`src/rtl/pc_unit.sv`:
```
// Program counter with IDLE/RUN/HALT/FAULT sequencing and illegal-target detection.
// Optional fetch counter output when PC_FETCH_COUNT_EN is defined.
module pc_unit #(
  parameter logic [31:0] RESET_PC   = 32'h0000_0000,
  parameter int          IMEM_BYTES = 128
) (
  input  logic        i_clk,
  input  logic        i_rst_n,
  input  logic        i_pc_wre,
  input  logic [1:0]  i_pc_src,
  input  logic [15:0] i_immediate,
  input  logic [25:0] i_jaddr,
  input  logic [31:0] i_reg_addr,
  input  logic        i_halt,
  output logic [31:0] o_iaddr,
  output logic        o_rw,
  output logic [31:0] o_pc4,
  output logic        o_halted,
  output logic        o_fault
`ifdef PC_FETCH_COUNT_EN
  ,
  output logic [31:0] o_fetch_count
`endif
);

  typedef enum logic [1:0] {S_IDLE, S_RUN, S_HALT, S_FAULT} state_t;

  state_t      r_state;
  state_t      w_state_nxt;
  logic [31:0] r_pc;
  logic [31:0] w_pc_nxt;
  logic [31:0] w_pc4;
  logic [31:0] w_target;
  logic        w_illegal;
  logic        w_load;

  assign w_pc4 = r_pc + 32'd4;

  always_comb begin
    w_target = w_pc4;
    case (i_pc_src)
      2'b00:   w_target = w_pc4;
      2'b01:   w_target = w_pc4 + {{14{i_immediate[15]}}, i_immediate, 2'b00};
      2'b10:   w_target = {w_pc4[31:28], i_jaddr, 2'b00};
      default: w_target = i_reg_addr;
    endcase
  end

  // Wrapped targets land far above the memory and fail the range test naturally.
  assign w_illegal = (w_target[1:0] != 2'b00) || ({1'b0, w_target} >= 33'(IMEM_BYTES));

  always_comb begin
    w_state_nxt = r_state;
    w_pc_nxt    = r_pc;
    w_load      = 1'b0;
    case (r_state)
      S_IDLE: w_state_nxt = S_RUN;
      S_RUN: begin
        if (i_halt) begin
          w_state_nxt = S_HALT;
        end else if (i_pc_wre) begin
          if (w_illegal) begin
            w_state_nxt = S_FAULT;
          end else begin
            w_pc_nxt = w_target;
            w_load   = 1'b1;
          end
        end
      end
      default: w_state_nxt = r_state;
    endcase
  end

  always_ff @(posedge i_clk or negedge i_rst_n) begin
    if (!i_rst_n) begin
      r_state <= S_IDLE;
      r_pc    <= RESET_PC;
    end else begin
      r_state <= w_state_nxt;
      r_pc    <= w_pc_nxt;
    end
  end

  assign o_iaddr  = r_pc;
  assign o_pc4    = w_pc4;
  assign o_rw     = (r_state == S_RUN);
  assign o_halted = (r_state == S_HALT);
  assign o_fault  = (r_state == S_FAULT);

`ifdef PC_FETCH_COUNT_EN
  logic [31:0] r_fetch_count;

  always_ff @(posedge i_clk or negedge i_rst_n) begin
    if (!i_rst_n) begin
      r_fetch_count <= 32'd0;
    end else if (w_load) begin
      r_fetch_count <= r_fetch_count + 32'd1;
    end
  end

  assign o_fetch_count = r_fetch_count;
`endif

endmodule

```
`config.mk`:
```
export PLATFORM = sky130hd
export DESIGN_NAME = pc_unit
export DESIGN_NICKNAME = d
export VERILOG_FILES = /design/src/rtl/pc_unit.sv
export SDC_FILE = /design/constraint.sdc
export NUM_CORES = 1
export LEC_CHECK = 0
export ABC_CLOCK_PERIOD_IN_PS = 4230
export CORE_UTILIZATION = 35
export CTS_BUF_LIST = sky130_fd_sc_hd__clkbuf_2 sky130_fd_sc_hd__clkbuf_4 sky130_fd_sc_hd__clkbuf_8
export CTS_CLUSTER_DIAMETER = 40
export DETAILED_ROUTE_END_ITERATION = 10
export GPL_TIMING_DRIVEN = 0
export HOLD_SLACK_MARGIN = 0.06
export PLACE_DENSITY_LB_ADDON = 0.25
export SYNTH_ARGS = -nofsm -noshare
export SYNTH_HDL_FRONTEND = slang
export SYNTH_SLANG_ARGS = --single-unit
```
`constraint.sdc`:
```
create_clock -name i_clk -period 4.23 [get_ports i_clk]
set_clock_uncertainty 0.1 [all_clocks]
set_input_delay 1.0575 -clock i_clk [delete_from_list [all_inputs] [get_ports i_clk]]
set_output_delay 1.0575 -clock i_clk [all_outputs]
set_load 0.005 [all_outputs]
```
## Word level (Yosys, flattened, before mapping)

Cells that the tools add are included.

| storage, ports and cells | value |
|---|---|
| input port bits | 80 |
| word-level logic and storage cells | 26 |
| bits in registers | 34 |
| output and inout bits | 67 |

| cells by class | value |
|---|---|
| muxes and demuxes | 5 |
| add/subtract/negate cells | 2 |
| equal/unequal tests | 7 |
| order comparisons | 1 |
| reduce and logical (&&, ||, !) cells | 7 |
| bitwise gates (word level) | 2 |

Operators with widths:

| kind | number |
|---|---|
| $pmux W32 S3 | 1 |
| $add A32 B3 Y32 const B | 1 |
| $add A32 B32 Y32 | 1 |
| $ge A32 B8 Y1 const B | 1 |
| $eq A2 B2 Y1 const B | 3 |
| $mux W2 | 3 |
| $eq A2 B1 Y1 const B | 2 |
| $logic_not A2 Y1 | 2 |
| $pmux W2 S2 | 1 |
| $reduce_and A4 Y1 | 1 |
| $reduce_bool A2 Y1 | 2 |
| $ne A3 B2 Y1 const B | 1 |
| $ne A3 B3 Y1 const B | 1 |
| $reduce_and A3 Y1 | 1 |
| $not A1 Y1 | 2 |
| $logic_or A1 B1 Y1 | 1 |

## Longest topological paths before layout

| logic depth | value |
|---|---|
| depth in word-level cells | 9 |
| gate-level depth with buffers | 21 |

## Worst setup path after synthesis

Ideal clock, no wire load.

| timing path | value |
|---|---|
| path kind | reg2reg |
| from | reg r_pc[2] (netlist: o_iaddr[2]) |
| to | reg r_pc[2] (netlist: o_iaddr[2]) |
| path buffers | 3 |
| cell stages (with the launch flop) | 20 |
| setup slack | -304 ps |
| clock period less this slack | 4534 ps |
| required time | 4005 ps |
| arrival | 4309 ps |
| cell sequence | dfrtp_1 ha_1 and4_1 buf_6 nand3_2 or4_1 nand2_1 ha_1 clkbuf_1 a21oi_1 nand3_1 a2111o_1 o311ai_0 o221ai_1 a31oi_1 o21bai_1 a2111oi_4 nand2_2 buf_6 mux2_4 |

| between the ends | value |
|---|---|
| longest elaborated chain between the ends | 7 |

RTL lines:

| element | RTL line | text |
|---|---|---|
| from (decl) | 30 | `logic [31:0] r_pc;` |
| from (signal assigned) | 80 | `r_pc <= w_pc_nxt;` |
| $add A32 B3 Y32 (*) | 37 | `assign w_pc4 = r_pc + 32'd4;` |
| net o_pc4[26] | 17 | `output logic [31:0] o_pc4,` |
| $add A32 B32 Y32 | 43 | `2'b01: w_target = w_pc4 + {{14{i_immediate[15]}}, i_immediate, 2'b00};` |
| $pmux W32 S3 (*) | 41 | `case (i_pc_src)` |
| $ge A32 B8 Y1 (*) | 50 | `assign w_illegal = (w_target[1:0] != 2'b00) \|\| ({1'b0, w_target} >= 33'(IMEM_BYTES));` |
| $logic_or A1 B1 Y1 (*) | 50 |  |
| $not A1 Y1 (no source line) (*) | -- |  |
| $reduce_and A4 Y1 (no source line) (*) | -- |  |

Mark *: on every way through the listed nets, which the timed path passes. The rest lies on a longest branch.
A chain may end at the register's enable or synchronous reset.

## Worst setup path after layout

| timing path | value |
|---|---|
| from | reg r_pc[3] (netlist: o_iaddr[3]) |
| to | reg r_pc[5] (netlist: o_iaddr[5]) |

| between the ends | value |
|---|---|
| longest elaborated chain between the ends | 7 |

RTL lines:

| element | RTL line |
|---|---|
| $add A32 B3 Y32 (*) | 37 |
| $add A32 B32 Y32 | 43 |
| $pmux W32 S3 (*) | 41 |
| $ge A32 B8 Y1 | 50 |
| $logic_or A1 B1 Y1 | 50 |
| $not A1 Y1 (no source line) | -- |
| $reduce_and A4 Y1 (no source line) | -- |

Mark *: on every way between the ends. The rest lies on a longest branch, timed or not.

==> flow_metrics.py <==
metrics = {
    "global_route": {
        "grt_util_all_layers": 0.295,
        "grt_start_max_net_pins": 35,
        "grt_pass1_wl_mm": 29.3,
        "grt_pass1_vias": 5309,
        "antenna_found_initial": 0,
        "grt_overflow_total": 0,
    },
    "floorplan": {
        "die_x_um": 115,
        "core-area_um2": 12200,
        "start_util": 0.365,
        "die_area_um2": 13200,
        "row_count": 40,
        "io_pins": 147,
        "fp.dieH_um": 115,
    },
    "sta": {
        "fin_ws_ns": -0.292,
        "rsz0062_at_grt": "yes",
        "worst_pin_slew_ns": 0.782,
        "drv_slew": 0,
        "timing.fmax_mhz": 221,
        "hold_viol_final": 0,
        "slew_headroom": 0.479,
        "min_period_ns": 4.52,
        "setup_viol": 31,
        "period_share": 1.07,
        "tns_ns": -6.58,
    },
    "cts": {
        "htree_levels": 2,
        "clk_pin_slew_ns": 0.07,
        "cts_hold_buf": 0,
        "cts_sinks": 34,
        "cts_made_buffers": 5,
        "root_buffer": "clkbuf_8",
        "clk_latency_ns": 0.28,
        "cts_buffer_depth": 2,
        "cts_tree": "done",
    },
    "setup_path": {
        "crit_arrival_ns": 4.59,
        "crit_fanout": 6,
        "crit_path_start_kind": "register",
        "reg2reg_from": "o_iaddr[3]",
        "critPathCaptureType": "register",
        "path_class": "reg2reg",
        "critPathRequiredTime_ns": 4.30,
        "crit_start": "o_iaddr[3]",
    },
    "placement": {
        "gp_congestion": 0.931,
        "io_buffers": 144,
        "pre_cts_ws_ns": -1.23,
        "hpwl_mm": 14.7,
        "place_inst": 880,
    },
    "routing": {
        "wl_per_cell_um": 21.1,
        "firstDrtPassIters": 5,
        "vias_per_cell": 5.87,
        "drt_iter0_drc": 379,
        "wl_mm": 20.2,
        "drc_errors": 0,
        "postRouteAntennaNets": 0,
        "vias": 5626,
    },
    "yosys": {
        "synth_commonest_cells": "nand2_1 (54), a21oi_1 (48), nor2_1 (37)",
        "ys_seq_area_frac": 0.191,
        "synth.area.top_cells": "dfrtp_1 (19%), ha_1 (8.7%), xnor2_1 (5.5%)",
        "synth_top_area_share": 0.191,
        "ys_types": 67,
        "synthArstFlopShare": 1.00,
        "syn_area_um2": 4460,
        "ys_ff_latch": 34,
        "yosysWarnings": 0,
        "avgSynthCellArea_um2": 7.84,
        "synth_ff_type": "dfrtp_1",
        "synth_edf_count": 0,
        "syn-num-nets": 680,
        "yosysMostFrequentCell": "nand2_1",
        "synth_cells": 568,
        "synth.largest_area_cell": "dfrtp_1",
    },
    "pwr": {
        "p_leak_uw": 0.00312,
        "max-vdd-ir-drop_uv": 238,
        "power_density_nw_per_um2": 112,
    },
    "run_status": {
        "status": "finished, violations left",
        "violations": "setup timing",
    },
    "worst_hold_path": {
        "min_path_type": "reg2reg",
        "worst_hold_startpoint": "o_iaddr[1]",
    },
    "final_layout": {
        "layout.cells.non_filler": 958,
        "antenna_cells": 0,
        "drive_gt1_frac": 0.335,
        "fillCellCount": 1009,
        "final_nets": 901,
        "area_growth_pct": 76.7,
        "fin_util": 0.645,
    },
    "job": {
        "drv_cap": 0,
    },
}
per-stage QoR:
stage / total power [uW] / hold slack (ns) / cell area (um2)
after floorplan: 455 / 0.424 / 4520
final: 884 / 0.449 / 7870
after CTS: 866 / 0.448 / 7320
after global placement: 580 / 0.430 / 6170
after detailed placement: 580 / 0.428 / 6170
after global routing: 922 / 0.493 / 7870
power breakdown:
part           internal, uW  switching (uW)
Combinational           160             152
Clock                   138             109
Sequential              325               0
state kept, by name, indices dropped and copies added, names as in the netlist:
name and count:
o_iaddr 32, r_state 2
layer usage:
metal  track usage  vias to the layer above  part of all wire
met5             0                        -                 0
li1              -                     2593                 -
met4         0.114                        0             0.035
met3        0.0411                       46             0.071
met1         0.390                     2738              0.42
met2         0.488                      249              0.47
final cells by class:
type / count / area, um2 / share of cell area
clock buffers: 7 / 90.1 / 0.0114
well taps: 168 / 210 / 0.0267
inverters: 10 / 37.5 / 0.00477
plain buffers: 24 / 203 / 0.0258
clock inverters: 1 / 5.00 / 0.000636
multi-input cells: 491 / 4390 / 0.558
flip-flops and latches: 34 / 862 / 0.110
repair buffers: 223 / 2070 / 0.263
worst max-delay path: stages (launching register included):
cell       delay (ns)
dfrtp_2          0.43
ha_4             0.15
and4_4           0.28
nand3_4          0.14
buf_4            0.18
xnor2_2          0.30
ha_1             0.32
a21oi_1          0.23
o21ai_0          0.23
a21oi_2          0.19
o21ai_0          0.13
xor2_1           0.16
o41ai_2          0.41
nand4b_1         0.21
a2111oi_4        0.35
nand2_4          0.14
buf_8            0.17
mux2_4           0.29
final timing paths:
| check | endpoint | slack [ns] | cells after the start |
|---|---|---|---|
| setup reg to reg | o_iaddr[5] | -0.29 | 17 |
| setup / recovery | o_iaddr[5] | -0.29 | 17 |
| hold reg to reg | o_iaddr[1] | 0.45 | 1 |
| min in group asynchronous | o_iaddr[2] | 0.73 | 1 |
| max in group asynchronous | o_iaddr[20] | 2.77 | 1 |
| hold / removal | o_iaddr[1] | 0.45 | 1 |
kinds of logic after synthesis:
| logic type | share of synthesized area |
|---|---|
| compound gates | 0.236 |
| simple gates | 0.282 |
| flops | 0.191 |
| fa+ha+maj | 0.0915 |
| mux | 0.0635 |
| buf+inv | 0.0477 |
| xor+xnor | 0.0885 |
layout by cell type, fill, tap and decap left out, drive strengths merged, types with 28 or more instances in the layout:
master / instances
dfrtp: 34
and2: 29
a21oi: 48
clkdlybuf4s50: 139
nand2: 55
ha: 31
nor2: 37
xnor2: 28
o21ai: 35
buf: 92
timing repair:
item,CTS,global route
endpoints found under the setup margin,33,33
pin swaps,42,48
cloned,3,0
setup buffers,49,28
hold endpoints to repair,0,0
gates resized for setup,146,67
(Power assumes the default switching activity.)
